===== config.mk =====
export PLATFORM = sky130hd
export DESIGN_NAME = bitrev_stream_buffer
export DESIGN_NICKNAME = d
export VERILOG_FILES = /design/src/rtl/bitrev_stream_buffer.sv
export SDC_FILE = /design/constraint.sdc
export NUM_CORES = 1
export LEC_CHECK = 0
export ABC_AREA = 1
export BUFFER_PORTS_ARGS = -buffer_cell sky130_fd_sc_hd__buf_2
export CAP_MARGIN = 40
export CORE_ASPECT_RATIO = 1.75
export CORE_MARGIN = 2
export CORE_UTILIZATION = 35
export DETAILED_ROUTE_END_ITERATION = 10
export GPL_TIMING_DRIVEN = 0
export SLEW_MARGIN = 5
export SYNTH_ARGS = -nofsm -noshare
export SYNTH_HDL_FRONTEND = slang
export SYNTH_SLANG_ARGS = --single-unit

===== constraint.sdc =====
create_clock -name clk -period 6.16 [get_ports clk]
set_clock_uncertainty 0.2 [all_clocks]
set_input_delay 1.848 -clock clk [delete_from_list [all_inputs] [get_ports clk]]
set_output_delay 1.848 -clock clk [all_outputs]
set_load 0.02 [all_outputs]

===== src/rtl/bitrev_stream_buffer.sv =====
// Ping-pong frame buffer: accepts samples in natural order and replays each frame in
// bit-reversed index order. Optional per-frame natural-order bypass under BITREV_BYPASS_EN.
module bitrev_stream_buffer #(
  parameter int SAMPLES = 8,
  parameter int WIDTH   = 16,
  localparam int IDX    = $clog2(SAMPLES)
) (
`ifdef BITREV_BYPASS_EN
  input  logic             bypass,
`endif
  input  logic             clk,
  input  logic             rst_n,
  input  logic             in_valid,
  output logic             in_ready,
  input  logic [WIDTH-1:0] in_data,
  input  logic             in_last,
  output logic             out_valid,
  input  logic             out_ready,
  output logic [WIDTH-1:0] out_data,
  output logic [IDX-1:0]   out_index,
  output logic             out_last,
  output logic             frame_err
);

  localparam logic [IDX-1:0] LAST_IDX = IDX'(SAMPLES - 1);

  logic [WIDTH-1:0] mem [0:2*SAMPLES-1];

  logic           wr_bank_reg;
  logic           rd_bank_reg;
  logic [IDX-1:0] wr_cnt_reg;
  logic [IDX-1:0] rd_cnt_reg;
  logic [1:0]     full_reg;
  logic [1:0]     full_next;

  logic           in_fire;
  logic           wr_wrap;
  logic           load;
  logic           rd_wrap;
  logic [IDX-1:0] rev_cnt;
  logic [IDX-1:0] rd_addr;

  assign in_ready = !full_reg[wr_bank_reg];
  assign in_fire  = in_valid && in_ready;
  assign wr_wrap  = in_fire && (wr_cnt_reg == LAST_IDX);
  assign load     = full_reg[rd_bank_reg] && (!out_valid || out_ready);
  assign rd_wrap  = load && (rd_cnt_reg == LAST_IDX);

  generate
    for (genvar gi = 0; gi < IDX; gi++) begin : g_rev
      assign rev_cnt[gi] = rd_cnt_reg[IDX-1-gi];
    end
  endgenerate

`ifdef BITREV_BYPASS_EN
  logic [1:0] bypass_reg;

  assign rd_addr = bypass_reg[rd_bank_reg] ? rd_cnt_reg : rev_cnt;

  // The bypass choice is captured with the first sample so it applies to the whole frame.
  always_ff @(posedge clk or negedge rst_n) begin
    if (!rst_n) begin
      bypass_reg <= '0;
    end else if (in_fire && (wr_cnt_reg == '0)) begin
      bypass_reg[wr_bank_reg] <= bypass;
    end
  end
`else
  assign rd_addr = rev_cnt;
`endif

  // Fill and drain always target different banks, so both updates can land on one edge.
  always_comb begin
    full_next = full_reg;
    if (wr_wrap) full_next[wr_bank_reg] = 1'b1;
    if (rd_wrap) full_next[rd_bank_reg] = 1'b0;
  end

  always_ff @(posedge clk) begin
    if (in_fire) begin
      mem[{wr_bank_reg, wr_cnt_reg}] <= in_data;
    end
  end

  always_ff @(posedge clk or negedge rst_n) begin
    if (!rst_n) begin
      wr_bank_reg <= 1'b0;
      wr_cnt_reg  <= '0;
      frame_err   <= 1'b0;
    end else if (in_fire) begin
      if (wr_wrap) begin
        wr_cnt_reg  <= '0;
        wr_bank_reg <= !wr_bank_reg;
      end else begin
        wr_cnt_reg  <= wr_cnt_reg + 1'b1;
      end
      // in_last is only cross-checked; the count alone defines frame boundaries.
      if (in_last != (wr_cnt_reg == LAST_IDX)) begin
        frame_err <= 1'b1;
      end
    end
  end

  always_ff @(posedge clk or negedge rst_n) begin
    if (!rst_n) begin
      full_reg    <= '0;
      rd_bank_reg <= 1'b0;
      rd_cnt_reg  <= '0;
      out_valid   <= 1'b0;
      out_last    <= 1'b0;
      out_data    <= '0;
      out_index   <= '0;
    end else begin
      full_reg <= full_next;
      if (load) begin
        out_data  <= mem[{rd_bank_reg, rd_addr}];
        out_index <= rd_cnt_reg;
        out_last  <= (rd_cnt_reg == LAST_IDX);
        out_valid <= 1'b1;
        if (rd_wrap) begin
          rd_cnt_reg  <= '0;
          rd_bank_reg <= !rd_bank_reg;
        end else begin
          rd_cnt_reg  <= rd_cnt_reg + 1'b1;
        end
      end else if (out_valid && out_ready) begin
        out_valid <= 1'b0;
      end
    end
  end

endmodule


Word level (Yosys, flattened, before mapping)
Memory sizes are Yosys's and may differ from the RTL's. A register that Yosys moved wholly into a read port is not among the register bits.
Index checks and enable logic that the tools add are counted.
- bits in registers: 16
- memory bits (writable): 256
- input port bits: 21
- logic and storage cells: 55
- memories kept: 1
- memories (memory ; words ; width ; rd ports ; clocked after memory_dff ; wr ports ; RTL line ; source):
    mem ; 16 ; 16 ; 1 ; 1 ; 1 ; 27 ; logic [WIDTH-1:0] mem [0:2*SAMPLES-1];
- add/sub/neg operators: 2
- $lt $le $gt $ge: 4
- equality and inequality tests: 3
- muxes and demuxes: 16
- bitwise operators: 3
- reductions and logical operators: 17
- operators with widths (cell ; count):
    two-way mux 1 bit ; 10
    logical AND 1 bit ; 7
    adder 3 x 1 -> 3 bit, second input constant ; 2
    equality test 3 bit, second input constant ; 2
    two-way mux 3 bit ; 2
    AND reduction 2 bit ; 3
    logical NOT 1 bit ; 5
    less-than comparator 1 x 2 -> 1 bit, second input constant ; 2
    two-way mux 2 bit ; 2
    AND 2 bit ; 1
    demux 1 bit (select 1 bit) ; 2
    greater-or-equal comparator 1 bit, second input constant ; 2
    NOT 2 bit ; 1
    bitwise OR 2 bit ; 1
    nonzero test 2 bit ; 1
    logical OR 1 bit ; 1
    != test 1 bit ; 1

Depth between registers and ports, before layout
Gate-level depths: netlist of run 1.
- depth in word-level cells: 8
- depth in mapped cells: 11
- depth with buffers taken out: 9

Worst setup path before layout of run 1
No wires, ideal clock.
- kind: input -> register
- start: input port in_valid
- end: memory mem[0][0] (enable)
- library setup time: 0.388 ns
- data arrival time: 2.936 ns
- setup slack: 2.635 ns
- stages on the path: 5
- buffers on the path: 1
- cells stage by stage: nand2_1 -> inv_1 -> buf_4 -> nand2_1 -> nor2_1
- word-level cells in the longest chain between the ends: 3
- ends and longest elaborated chain (what ; RTL line ; source):
    start: declaration ; 13 ; input logic in_valid,
    logical AND 1 bit ; 44 ; assign in_fire = in_valid && in_ready;
    two-way mux 1 bit ; 80 ; if (in_fire) begin
    two-way mux 1 bit (implied by the code) ; 81 ; mem[{wr_bank_reg, wr_cnt_reg}] <= in_data;
    end: declaration ; 27 ;
Every way passes these cells.

Worst setup path in the final report of run 1
- start: register wr_bank_reg
- end: output port in_ready
- word-level cells in the longest chain between the ends: 3
- ends and longest elaborated chain (what ; RTL line ; source):
    start: declaration ; 29 ; logic wr_bank_reg;
    start signal: assignment ; 93 ; wr_bank_reg <= !wr_bank_reg;
    two-way mux 1 bit (implied by the code) (2 in a row) ; 43 ; assign in_ready = !full_reg[wr_bank_reg];
    logical NOT 1 bit ; 43 ;
    end: declaration ; 14 ; output logic in_ready,
Every way passes these cells. The select of a mux whose other input is x is not followed.

==> reports/metrics.yaml, run 1 <==
die:
  die_w_um: 146
  ios: 44
  start_util: 0.353
  die_h_um: 253
  core_area_mm2: 0.0351
  row_count: 91
  dieArea_mm2: 0.0369
cells_and_area:
  multi_input_area_mm2: 0.00282
  fillers: 3378
  area_growth_pct: 15.6
  fin_area_mm2: 0.0143
  largest-register: "mem"
  drive_above_1_share: 0.128
  largest_register_ffs: 256
  top_regs: "mem: 256 flops, out_data: 16 flops"
  nNetsFinal: 1318
  final_cell_count_no_fill: 1774
  seq_area_mm2: 0.00849
clock_tree:
  clk_pin_slew_ns: 0.07
  numCtsBuffers: 25
  cts.path.max_buffers: 3
  cts_root_buffer: "clkbuf_16"
  holdBufCountCts: 0
  cts_setup_buffers: 0
  cts_sinks: 288
  cts_tree: "built"
  htreeDepth: 1
  postCtsResizedCells: 0
  insertion_delay_ns: 0.55
placement:
  dp.cells: 1728
  globalplace.congestion: 0.883
  place_hpwl_mm: 25.2
  post_dp_cell_area_mm2: 0.0134
  port-buffer-count: 43
route:
  drt-initial-drc-count: 675
  routed_wl_mm: 35.0
  ant_nets: 0
  viasPerCell: 4.81
  wl_per_cell_um: 19.7
  drt-pass1-iter-count: 5
  vias: 8528
  drc_errors: 0
synthesis:
  synth_edf_count: 256
  synth_top_cell_by_area: "edfxtp_1"
  ys_seq_area_frac: 0.687
  yosys.cell_types.count: 21
  ys.flop_type: "edfxtp_1"
  synth_area_leaders: "edfxtp_1, nand2_1, nand3_1, dfrtp_1, inv_1"
  synth.ff_latch_count: 288
  yosys_warnings: 0
  async_flop_share: 0.111
  synth.cell_area_mm2: 0.0124
  synth_cells: 1204
  synthDominantCellAreaShare: 0.622
  syn_area_per_cell_um2: 10.3
  synth_nets: 1232
  yosysMostFrequentCell: "nand2_1"
  synthTopCellsByCount: "nand2_1, edfxtp_1, inv_1"
global_route:
  antenna_found_initial: 2
  grt.total_usage: 0.191
  grt-ovfl-total: 0
  grt_pass1_vias: 8673
  grt_pass1_wl_mm: 51.9
  grt_max_degree: 33
setup_path:
  cp.required_ns: 4.11
  start_kind: "register"
  endpoint_kind: "output pin"
  worst-setup-path-type: "reg2out"
  cp.arrival_ns: 1.41
  cp_max_fo: 8
sta:
  fin_tns_setup_ns: 0
  final_max_slew_viol_count: 0
  min_period_ns: 3.46
  tightest_slew_ns: 0.811
  hold_viol_final: 0
  max_freq_mhz: 289
  rsz0062_at_grt: "no"
  setup_viol: 0
  finalCritPeriodShare: 0.561
  max_slew_margin: 0.459
pwr:
  leakagePower_nw: 6.23
  ir_worst_vdd_mv: 0.206
  powerDensity_mw_per_mm2: 445
outcome:
  status: "complete, no violations"
job:
  maxCapViolCount: 0
min_path:
  hp-class: "reg2reg"
==> worst max-delay path, stage by stage (launching register included) <==
cell,delay (ns)
dfrtp_1,0.36
buf_2,0.17
o21ai_1,0.15
buf_2,0.19
==> layout make-up <==
type | count | area share
Antenna cell | 1 | 0.000175
Buffer | 58 | 0.0216
Clock buffer | 27 | 0.0443
Clock inverter | 18 | 0.0153
Inverter | 209 | 0.0549
Multi-Input combinational cell | 649 | 0.197
Sequential cell | 288 | 0.594
Tap cell | 465 | 0.0407
Timing Repair Buffer | 59 | 0.0316
==> kinds of logic after synthesis <==
kind of cell	Yosys count	synth area share
fa+ha+maj	7	0.00708
flops	288	0.687
simple gates	626	0.211
compound gates	15	0.00668
buf+inv	267	0.0885
xor+xnor	1	0.000709
==> cells in the final DEF, fill, tap and decap left out, drive strengths merged <==
| cell type | netlist | routed |
|---|---|---|
| xor2 | 1 | 1 |
| diode | 0 | 1 |
| buf | 48 | 107 |
| clkinvlp | 0 | 1 |
| nand2 | 410 | 410 |
| a31o | 1 | 1 |
| nor3 | 1 | 1 |
| bufinv | 0 | 5 |
| edfxtp | 256 | 256 |
| dfrtp | 32 | 32 |
| o21ai | 14 | 14 |
| inv | 207 | 207 |
| or2 | 1 | 1 |
| ha | 7 | 7 |
| clkinv | 2 | 14 |
| clkbuf | 10 | 37 |
| nand3 | 197 | 197 |
| nor2 | 17 | 17 |
==> through the flow <==
step / hold slack, ns / util / total power (W) / worst slack [ns]
2_1_floorplan: 0.305 / - / 0.00382 / 2.64
3_3_place_gp: 0.247 / 0.375 / 0.00465 / 1.63
3_5_place_dp: 0.260 / 0.383 / 0.00474 / 2.41
4_1_cts: 0.279 / 0.407 / 0.00639 / 2.68
5_1_grt: 0.307 / 0.407 / 0.00668 / 2.62
6_report: 0.275 / 0.408 / 0.00636 / 2.70
==> power breakdown <==
group | internal, W | leakage, nW | switching (W) | total, W
Combinational | 0.000638 | 3.12 | 0.00165 | 0.00229
Sequential | 0.00233 | 2.70 | 0.0000791 | 0.00241
Clock | 0.000954 | 0.417 | 0.000711 | 0.00167
Total | 0.00392 | 6.23 | 0.00244 | 0.00636
==> worst paths after layout <==
check	start	cells after the start	slack, ns	to
worst min-delay path	out_data[2]	2	0.27	out_data[2]
worst min register to register	out_data[2]	2	0.27	out_data[2]
max in group asynchronous	rst_n	1	4.17	rd_cnt_reg[0]
min in group asynchronous	rst_n	1	1.14	out_data[5]
worst max register to register	wr_bank_reg	8	3.57	mem[7][2]
worst max-delay path	wr_bank_reg	3	2.70	in_ready
==> layer usage <==
layer,up-vias,wire length [um],global-route usage
li1,4032,-,-
met1,4049,12000,0.191
met2,313,18400,0.358
met3,132,1770,0.0247
met4,2,2810,0.142
met5,-,13,0
(Power assumes the default switching activity.)
==> inputs of run 2 (changes only) <==
ABC_AREA = 0   (was 1)
clock period = 3.1 ns   (was 6.16 ns; I/O delays follow)
==> reports/metrics.yaml, run 2 <==
outcome:
  status: "complete, no violations"
synthesis:
  synthDominantCellAreaShare: 0.687  # +0.0648
  yosysMostFrequentCell: "edfxtp_1"
  synth_cells: 574  # -52%
  synth_xor_area_frac: 0.00156  # +0.000856
  ys.flop_type: "edfxtp_1"
  async_flop_share: 0.111  # unchanged
  synth.cell_area_mm2: 0.0112  # -9.4%
  synth_edf_count: 256  # unchanged
  synthMuxAreaShare: 0.139  # +0.139
  synth_area_leaders: "edfxtp_1, dfrtp_1, mux4_2, mux2i_1, a22oi_1"
  synth_top_family_by_area: "multiplexers"
  synthTopCellsByCount: "edfxtp_1, mux2i_1, mux4_2"
  synth_compound_area_frac: 0.0438  # +0.0371
  yosys.area_share.simple: 0.0301  # -0.180
  yosys.area_share.adder: 0.00782  # +0.000738
  yosys.cell_types.count: 33  # +57%
  synth_top_cell_by_area: "edfxtp_1"
  yosys_warnings: 0  # unchanged
  synth_nets: 602  # -51%
  ys_seq_area_frac: 0.758  # +0.0715
  syn_area_per_cell_um2: 19.5  # +90%
  synth.ff_latch_count: 288  # unchanged
pwr:
  p_comb_frac: 0.286  # -0.074
  ir_worst_vdd_mv: 0.425  # +110%
  leakagePower_nw: 4.36  # -30%
  powerDensity_mw_per_mm2: 845  # +90%
  switching_share: 0.306  # -0.0774
  p_int_w: 0.00758  # +93%
  seq_power_share: 0.445  # +0.067
  p_clk_frac: 0.269  # +0.007
  p_sw_w: 0.00335  # +37%
global_route:
  use_met3: 0.0153  # -0.00945
  grt_busiest_layer: "met2"
  grt_pass1_wl_mm: 36.9  # -29%
  met1_usage: 0.151  # -0.0396
  grt_max_degree: 33  # unchanged
  antenna_found_initial: 0  # -2
  grt_pass1_vias: 6184  # -29%
  grt-ovfl-total: 0  # unchanged
  grt_util_met2: 0.303  # -0.0553
  grt.total_usage: 0.149  # -0.0416
min_path:
  hp-class: "reg2reg"
  holdPathStages: 2  # unchanged
  min_to: "out_index[1]"
  min_from: "out_index[1]"
clock_tree:
  cts_setup_buffers: 0  # unchanged
  htreeDepth: 1  # unchanged
  cts_sinks: 288  # unchanged
  cts_root_buffer: "clkbuf_16"
  postCtsResizedCells: 0  # unchanged
  holdBufCountCts: 0  # unchanged
  insertion_delay_ns: 0.52  # -0.03 ns
  clk_pin_slew_ns: 0.07  # about the same
  numCtsBuffers: 23  # -8.0%
  cts_tree: "built"
  cts.path.max_buffers: 3  # unchanged
setup_path:
  slowest_delay_ns: 0.33  # -0.03 ns
  rrSetupSlack_ns: 0.85  # -2.72 ns
  endpoint_kind: "output pin"
  worstPathCellList: "clkbuf_1 > mux2i_1 > buf_2"
  start_kind: "register"
  critPathSlowestCell: "dfrtp_1"
  cp.arrival_ns: 1.59  # +0.18 ns
  cp_max_fo: 7  # -1
  reg2reg_depth: 6  # -2
  reg2reg_from: "out_valid"
  cp.required_ns: 1.97  # -2.14 ns
  worst-setup-path-type: "reg2out"
  worstReg2RegEnd: "out_data[10]"
die:
  core_area_mm2: 0.0315  # -10%
  row_count: 86  # -5.5%
  die_h_um: 241  # -4.8%
  start_util: 0.355  # +0.00261
  dieArea_mm2: 0.0335  # -9.2%
  ios: 44  # unchanged
  die_w_um: 139  # -4.7%
placement:
  place_hpwl_mm: 16.8  # -33%
  port-buffer-count: 43  # unchanged
  post_dp_cell_area_mm2: 0.0122  # -9.4%
  globalplace.congestion: 0.789  # -11%
sta:
  min_period_ns: 2.72
  final_max_slew_viol_count: 0  # unchanged
  tightest_slew_ns: 0.832  # +0.0206 ns
  max_freq_mhz: 368
  setup_viol: 0  # unchanged
  rsz0062_at_grt: "no"
  finalCritPeriodShare: 0.877
  hold_viol_final: 0  # unchanged
  max_slew_margin: 0.445  # -0.0137
  fin_tns_setup_ns: 0  # unchanged
cells_and_area:
  seq_area_mm2: 0.00849  # unchanged
  nNetsFinal: 686  # -48%
  top_regs: "mem: 256 flops, out_data: 16 flops"
  drive_above_1_share: 0.225  # +0.0975
  largest_register_ffs: 256  # unchanged
  final_cell_mix: "edfxtp_1, mux2i_1, buf_2"
  multi_input_area_mm2: 0.00249  # -12%
  fillers: 2763  # -18%
  area_growth_pct: 15.5
  largest-register: "mem"
  n_antenna_cell: 0  # -1
  layout_commonest_cell: "edfxtp_1"
  fin_area_mm2: 0.0129  # -9.5%
route:
  routed_wl_mm: 24.7  # -30%
  ant_nets: 0  # unchanged
  wl_per_cell_um: 23.0  # +17%
  viasPerCell: 5.24  # +9.0%
  drc_errors: 0  # unchanged
  vias: 5612  # -34%
  drt-pass1-iter-count: 4  # -1
  drt-initial-drc-count: 401  # -41%
job:
  maxCapViolCount: 0  # unchanged
[run 2: routing by layer]
metal | vias to the layer above | part of all wire
li1 | 2481 | -
met1 | 2919 | 0.35
met2 | 155 | 0.58
met3 | 57 | 0.036
met4 | 0 | 0.039
met5 | - | 0
[run 2: worst max path at each step]
stage               cells after the start         from  slack (ns)           end
floorplan                               3     in_valid        0.85     mem[3][0]
global placement                        4     in_valid        0.20     mem[2][1]
detailed placement                      7    out_ready        0.21  out_data[15]
CTS                                     3  wr_bank_reg        0.36      in_ready
global route                            3  wr_bank_reg        0.30      in_ready
finish                                  3  wr_bank_reg        0.38      in_ready
[run 2: layout make-up]
class,count,share of cell area
Tap cell,396,0.0383
Timing Repair Buffer,59,0.0372
Inverter,2,0.000581
Buffer,28,0.0161
Clock buffer,28,0.0475
Multi-Input combinational cell,256,0.193
Clock inverter,14,0.0109
Sequential cell,288,0.657
[run 2: critical path: cells and delay by family (launching register included)]
family,cells,cell delay [ns]
multiplexers,1,0.27
flip-flops,1,0.33
buffers and inverters,2,0.46
[run 2: logic make-up after synthesis]
| family | Yosys count |
|---|---|
| fa+ha+maj | 7 |
| flops | 288 |
| compound gates | 68 |
| xor+xnor | 2 |
| simple gates | 67 |
| mux | 112 |
| buf+inv | 30 |
[run 2: through the flow]
step                utilization  hold WS (ns)  std cells  worst slack (ns)  total power [W]
finish                    0.410         0.277       1071             0.380           0.0109
CTS                       0.410         0.281       1071             0.356           0.0110
detailed placement        0.386         0.265       1029             0.212          0.00812
global placement          0.378         0.252       1013             0.196          0.00797
global route              0.410         0.310       1071             0.300           0.0114
floorplan                     -         0.291        574             0.849          0.00701
[run 2: power groups by stage]
stage	clock, W	sequential, W	combinational, W
3_3_place_gp	0	0.00493	0.00304
3_5_place_dp	0	0.00495	0.00317
4_1_cts	0.00300	0.00486	0.00318
5_1_grt	0.00317	0.00490	0.00337
2_1_floorplan	0	0.00504	0.00197
6_report	0.00294	0.00486	0.00312
